===== config.mk =====
export PLATFORM = sky130hd
export DESIGN_NAME = spi_slave_responder
export DESIGN_NICKNAME = d
export VERILOG_FILES = /design/src/rtl/spi_slave_responder.sv
export SDC_FILE = /design/constraint.sdc
export NUM_CORES = 1
export LEC_CHECK = 0
export ABC_AREA = 1
export ABC_CLOCK_PERIOD_IN_PS = 4400
export BUFFER_PORTS_ARGS = -buffer_cell sky130_fd_sc_hd__buf_2
export CAP_MARGIN = 20
export CELL_PAD_IN_SITES_DETAIL_PLACEMENT = 1
export CELL_PAD_IN_SITES_GLOBAL_PLACEMENT = 2
export CORE_ASPECT_RATIO = 0.5
export CORE_MARGIN = 3
export CORE_UTILIZATION = 34
export CTS_BUF_LIST = sky130_fd_sc_hd__clkbuf_8
export CTS_CLUSTER_SIZE = 30
export DETAILED_ROUTE_END_ITERATION = 10
export PLACE_DENSITY_LB_ADDON = 0.12
export SYNTH_ARGS = -nofsm -noshare
export SYNTH_HDL_FRONTEND = slang
export SYNTH_SLANG_ARGS = --single-unit

===== constraint.sdc =====
create_clock -name clk -period 4.4 [get_ports clk]
set_input_delay 0.44 -clock clk [delete_from_list [all_inputs] [get_ports clk]]
set_output_delay 0.44 -clock clk [all_outputs]
set_load 0.03 [all_outputs]

===== src/rtl/spi_slave_responder.sv =====
// SPI slave responder: oversamples sclk/mosi/ss_n in the clk domain and returns a
// byte on miso from a one-entry holding buffer, for all four CPOL/CPHA modes.
module spi_slave_responder #(
   parameter int                DATA_W      = 8,
   parameter int                SYNC_STAGES = 2,
   parameter logic [DATA_W-1:0] TX_DEFAULT  = '0
) (
   input  logic              clk,
   input  logic              reset_n,
   input  logic              CPOL,
   input  logic              CPHA,
   input  logic              sclk,
   input  logic              ss_n,
   input  logic              mosi,
   output logic              miso,
   output logic              miso_oe,
   input  logic [DATA_W-1:0] tx_data,
   input  logic              tx_valid,
   output logic              tx_ready,
   output logic [DATA_W-1:0] rx_data,
   output logic              rx_valid,
   output logic              underrun,
   output logic              abort
);
   localparam int               CNT_W    = $clog2(DATA_W + 1);
   localparam logic [CNT_W-1:0] LAST_BIT = CNT_W'(DATA_W - 1);
   localparam logic [0:0]       IDLE     = 1'b0;
   localparam logic [0:0]       ACTIVE   = 1'b1;

   logic [SYNC_STAGES-1:0] sclk_sync_reg, mosi_sync_reg, ss_sync_reg;
   logic                   sclk_d_reg, ss_d_reg;

   logic [0:0]        state_reg;
   logic [DATA_W-1:0] tx_shift_reg, rx_shift_reg, buf_reg, rx_data_reg;
   logic [CNT_W-1:0]  bit_cnt_reg;
   logic              buf_full_reg, reload_pending_reg;
   logic              miso_reg, miso_oe_reg, rx_valid_reg, underrun_reg, abort_reg;

   logic sclk_s, mosi_s, ss_s;
   logic sclk_rise, sclk_fall, ss_fall, ss_rise;
   logic lead_edge, trail_edge, sample_edge, shift_edge;
   logic wr_en, frame_done, frame_start;
   logic [DATA_W-1:0] start_word;
   logic [DATA_W-1:0] rx_word;

   // ss_n synchronizer resets to the deselected level so reset release is not a select
   always_ff @(posedge clk or negedge reset_n) begin
      if (!reset_n) begin
         sclk_sync_reg <= '0;
         mosi_sync_reg <= '0;
         ss_sync_reg   <= '1;
         sclk_d_reg    <= 1'b0;
         ss_d_reg      <= 1'b1;
      end else begin
         sclk_sync_reg <= {sclk_sync_reg[SYNC_STAGES-2:0], sclk};
         mosi_sync_reg <= {mosi_sync_reg[SYNC_STAGES-2:0], mosi};
         ss_sync_reg   <= {ss_sync_reg[SYNC_STAGES-2:0], ss_n};
         sclk_d_reg    <= sclk_sync_reg[SYNC_STAGES-1];
         ss_d_reg      <= ss_sync_reg[SYNC_STAGES-1];
      end
   end

   assign sclk_s    = sclk_sync_reg[SYNC_STAGES-1];
   assign mosi_s    = mosi_sync_reg[SYNC_STAGES-1];
   assign ss_s      = ss_sync_reg[SYNC_STAGES-1];
   assign sclk_rise = sclk_s & ~sclk_d_reg;
   assign sclk_fall = ~sclk_s & sclk_d_reg;
   assign ss_fall   = ~ss_s & ss_d_reg;
   assign ss_rise   = ss_s & ~ss_d_reg;

   assign lead_edge   = CPOL ? sclk_fall : sclk_rise;
   assign trail_edge  = CPOL ? sclk_rise : sclk_fall;
   assign sample_edge = CPHA ? trail_edge : lead_edge;
   assign shift_edge  = CPHA ? lead_edge : trail_edge;

   assign wr_en       = tx_valid & ~buf_full_reg;
   assign frame_done  = (state_reg == ACTIVE) && !ss_rise && sample_edge && (bit_cnt_reg == LAST_BIT);
   assign frame_start = ((state_reg == IDLE) && ss_fall) || frame_done;
   assign start_word  = buf_full_reg ? buf_reg : TX_DEFAULT;
   assign rx_word     = {rx_shift_reg[DATA_W-2:0], mosi_s};

   always_ff @(posedge clk or negedge reset_n) begin
      if (!reset_n) begin
         state_reg          <= IDLE;
         tx_shift_reg       <= '0;
         rx_shift_reg       <= '0;
         buf_reg            <= '0;
         buf_full_reg       <= 1'b0;
         bit_cnt_reg        <= '0;
         reload_pending_reg <= 1'b0;
         miso_reg           <= 1'b0;
         miso_oe_reg        <= 1'b0;
         rx_data_reg        <= '0;
         rx_valid_reg       <= 1'b0;
         underrun_reg       <= 1'b0;
         abort_reg          <= 1'b0;
      end else begin
         rx_valid_reg <= 1'b0;
         underrun_reg <= 1'b0;
         abort_reg    <= 1'b0;

         // a write landing on a frame start refills the buffer for the next frame
         if (wr_en)
            buf_reg <= tx_data;
         if (frame_start)
            buf_full_reg <= wr_en;
         else if (wr_en)
            buf_full_reg <= 1'b1;

         case (state_reg)
            IDLE: begin
               miso_oe_reg <= 1'b0;
               if (ss_fall)
                  state_reg <= ACTIVE;
            end
            default: begin
               if (ss_rise) begin
                  state_reg          <= IDLE;
                  miso_oe_reg        <= 1'b0;
                  miso_reg           <= 1'b0;
                  bit_cnt_reg        <= '0;
                  reload_pending_reg <= 1'b0;
                  if (bit_cnt_reg != '0)
                     abort_reg <= 1'b1;
               end else begin
                  if (sample_edge) begin
                     rx_shift_reg <= rx_word;
                     if (bit_cnt_reg == LAST_BIT) begin
                        rx_data_reg  <= rx_word;
                        rx_valid_reg <= 1'b1;
                     end else begin
                        bit_cnt_reg <= bit_cnt_reg + 1'b1;
                     end
                  end
                  if (shift_edge) begin
                     if (CPHA) begin
                        miso_reg     <= tx_shift_reg[DATA_W-1];
                        tx_shift_reg <= {tx_shift_reg[DATA_W-2:0], 1'b0};
                     end else if (reload_pending_reg) begin
                        miso_reg           <= tx_shift_reg[DATA_W-1];
                        reload_pending_reg <= 1'b0;
                     end else begin
                        miso_reg     <= tx_shift_reg[DATA_W-2];
                        tx_shift_reg <= {tx_shift_reg[DATA_W-2:0], 1'b0};
                     end
                  end
               end
            end
         endcase

         // for CPHA=0 a wrap keeps the last bit on miso until the next trailing edge
         if (frame_start) begin
            tx_shift_reg <= start_word;
            underrun_reg <= ~buf_full_reg;
            bit_cnt_reg  <= '0;
            miso_oe_reg  <= 1'b1;
            if (!CPHA) begin
               if (state_reg == IDLE)
                  miso_reg <= start_word[DATA_W-1];
               else
                  reload_pending_reg <= 1'b1;
            end
         end
      end
   end

   assign miso     = miso_reg;
   assign miso_oe  = miso_oe_reg;
   assign tx_ready = ~buf_full_reg;
   assign rx_data  = rx_data_reg;
   assign rx_valid = rx_valid_reg;
   assign underrun = underrun_reg;
   assign abort    = abort_reg;

endmodule


==> metrics.txt <==
total iterations of the first detailed-routing run 3; slew at the pin closest to its max-slew limit around 0.65 ns; Max H-tree Level 2; status finished, final reports clean; kind of end point of the critical path flip-flop; Final nets about 290; reported leakage power 1.348 nW; Ports 30; final WL around 4600 um; antenna violations before repair 0; power share of the sequential group 0.517; Total Routing Usage GR 0.1362; most area-hungry cell type in the Yosys netlist dfrtp_1; global-route wire length before repair roughly 8200 um; top cells by area, synth dfrtp_1 55%, nand2_1 13%, nand3_1 5.3%; portion of synthesized cell area occupied by the leading cell type 0.5508; final worst-path setup slack between 2 and 2.5 ns; Ys Warns 0; horizontal extent of the die approximately 120 um; sum of negative setup slack 0 ns; per-cell routed wire length ~13 um; CTS clock-pin slew for the worst setup and hold paths approximately 0.09 ns; Non-Filler Cell Area, Final roughly 2500 um^2; Layout Skew roughly 0.0086 ns; Max Cap Viol 0; internal power component ~0.9 mW; layout cell share with drive strength beyond 1 0.2177; Crit path arrival time 2.40 ns; number of hold violations in the final report 0; final setup violation count 0; Sw Ratio 0.3457; Clock Power Share 0.221; worst min-delay path class primary input to asynchronous set/reset pin; largest net degree at the start of global routing 52; starting DRC count in detailed routing just over 60; clk buf depth 2; DPL Wire Length 3379 um; mean cell area of the mapped netlist 9.163 um^2; headroom to the max-slew limit 0.5680; clock sink count between 50 and 60; total nets after synthesis between 200 and 300; starting density of the core 0.3744; VDD IR max 0.0001795 V; Vias approximately 1600; Logic pwr share 0.262; clock buffers created by TritonCTS 5; CP Class flip-flop to flip-flop; die area about 7500 um^2; buffers inserted during post-CTS setup optimization 0; power after layout 1.337 mW; netlist area before placement around 2200 um^2; number of distinct library cell variants in the gate-level netlist after synthesis 25; final antenna-violating net count 0; register bit total from synthesis a little over 50; core area 5824 um^2; post-route non-filler standard cell count 355; achievable frequency approximately 0.45 GHz; area growth from synthesis to final layout 15.15%; grt ovf 0; number of cells after detailed placement 347; DRC violation count after routing 0; Crit Reg-Reg Startpoint bit_cnt_reg[0]; post-route clock period utilization 0.5000; clock root buffer clkbuf_8; antenna fix cells 0; final hold slack approximately 0.23 ns; CTS tree done; final slew viol count 0; CP Launch Point bit_cnt_reg[0]; clock network latency to the later pin of the worst-skew pair approximately 0.31 ns; top fanout value on the critical path 14; portion of the post-synthesis area used by sequential elements 0.5869; final core utilization 0.4311; minimum clock period after layout 2.200 ns; startpoint class of the critical path flip-flop; unrepaired setup endpoints after global routing false; Crit path required time about 4.6 ns; worst slack after detailed placement 2.216 ns; power density relative to cell area about 530 nW/um^2; input/output buffers 29; Die Span Y 62.63 um; placement row count 19; DR vias/cell approximately 4.6; sw power 0.4623 mW; number of global-route vias before repair 1728; Syn Inst Count 238; post_cts resized 0; cell area after placement about 2400 um^2; routability cong. approximately 0.7; Hold Buf Count CTS 0
## layout make-up
| cell class | instances | area (um^2) |
|---|---|---|
| clock buffers | 7 | 96.34 |
| clock inverters | 1 | 3.754 |
| fillers | 690 | 3313 |
| inverters | 32 | 120.1 |
| multi-input cells | 150 | 753.2 |
| flip-flops and latches | 51 | 1280 |
| well taps | 84 | 105.1 |
| repair buffers | 30 | 152.6 |
## cells in the mapped netlist
| master | count |
|---|---|
| a21oi_1 | 4 |
| buf_2 | 1 |
| buf_4 | 2 |
| clkbuf_1 | 2 |
| dfrtp_1 | 48 |
| dfstp_2 | 3 |
| ha_1 | 2 |
| inv_1 | 26 |
| inv_2 | 6 |
| mux2_2 | 5 |
| nand2_1 | 74 |
| nand2_2 | 1 |
| nand3_1 | 23 |
| nand3_2 | 1 |
| nand4_1 | 1 |
| nand4_2 | 1 |
| nor2_1 | 6 |
| nor2_2 | 1 |
| nor2_4 | 3 |
| nor3_2 | 1 |
| o211ai_1 | 2 |
| o21ai_0 | 20 |
| o21ai_1 | 2 |
| o311ai_0 | 1 |
| xor2_1 | 2 |
## power by group through the flow
stage | clock (mW) | sequential [mW] | combinational (mW)
after global routing | 0.331 | 0.714 | 0.407
after CTS | 0.310 | 0.694 | 0.361
after global placement | 0 | 0.697 | 0.346
final | 0.296 | 0.691 | 0.350
after detailed placement | 0 | 0.702 | 0.359
after floorplan | 0 | 0.702 | 0.242
## worst max-delay path, stage by stage, from the launching register on
cell and delay, ns:
dfrtp_1 0.41, ha_1 0.21, nand3_1 0.19, inv_1 0.11
nand4_2 0.33, nand2_1 0.45, o21ai_0 0.21, nand3_1 0.13
nand2_1 0.05
## routing by layer
layer | share of wire | up-vias | track usage
li1 | - | 815 | -
met1 | 0.49 | 786 | 0.1768
met2 | 0.46 | 27 | 0.2186
met3 | 0.040 | 7 | 0.04430
met4 | 0.011 | 0 | 0.03896
met5 | 0 | - | 0
## path summary, 6_finish.rpt
path	to	slack, ns	depth (start not counted)
worst max register to register	tx_shift_reg[4]	2.20	8
worst max-delay path	tx_shift_reg[4]	2.20	8
max in group asynchronous	buf_reg[4]	3.72	2
worst min register to register	ss_sync_reg[1]	0.35	0
worst min-delay path	rx_data[4]	0.23	2
min in group clk	mosi_sync_reg[0]	0.23	1
## placed cells by master, fill, tap and decap left out
cell type	synthesis	final
nand2_1	74	74
ha_1	2	2
nand4_1	1	1
nor2_1	6	6
buf_4	2	1
inv_1	26	27
o311ai_0	1	1
nand3_1	23	23
nor2_2	1	1
clkbuf_8	0	7
nor3_2	1	1
o21ai_0	20	20
o211ai_1	2	2
xor2_1	2	2
nand2_2	1	1
buf_2	1	29
dfrtp_1	48	48
nor2_4	3	3
inv_2	6	6
a21oi_1	4	4
nand3_2	1	1
o21ai_1	2	2
nand4_2	1	1
dfstp_2	3	3
mux2_2	5	5
## cells by family after synthesis
kind of cell / Yosys count / share of synthesized area
compound gates: 29 / 0.07057
xor+xnor: 2 / 0.008034
fa+ha+maj: 2 / 0.01147
buf+inv: 37 / 0.06769
flops: 51 / 0.5869
mux: 5 / 0.02582
simple gates: 112 / 0.2295
No activity file was read; power rests on OpenSTA's default activity.
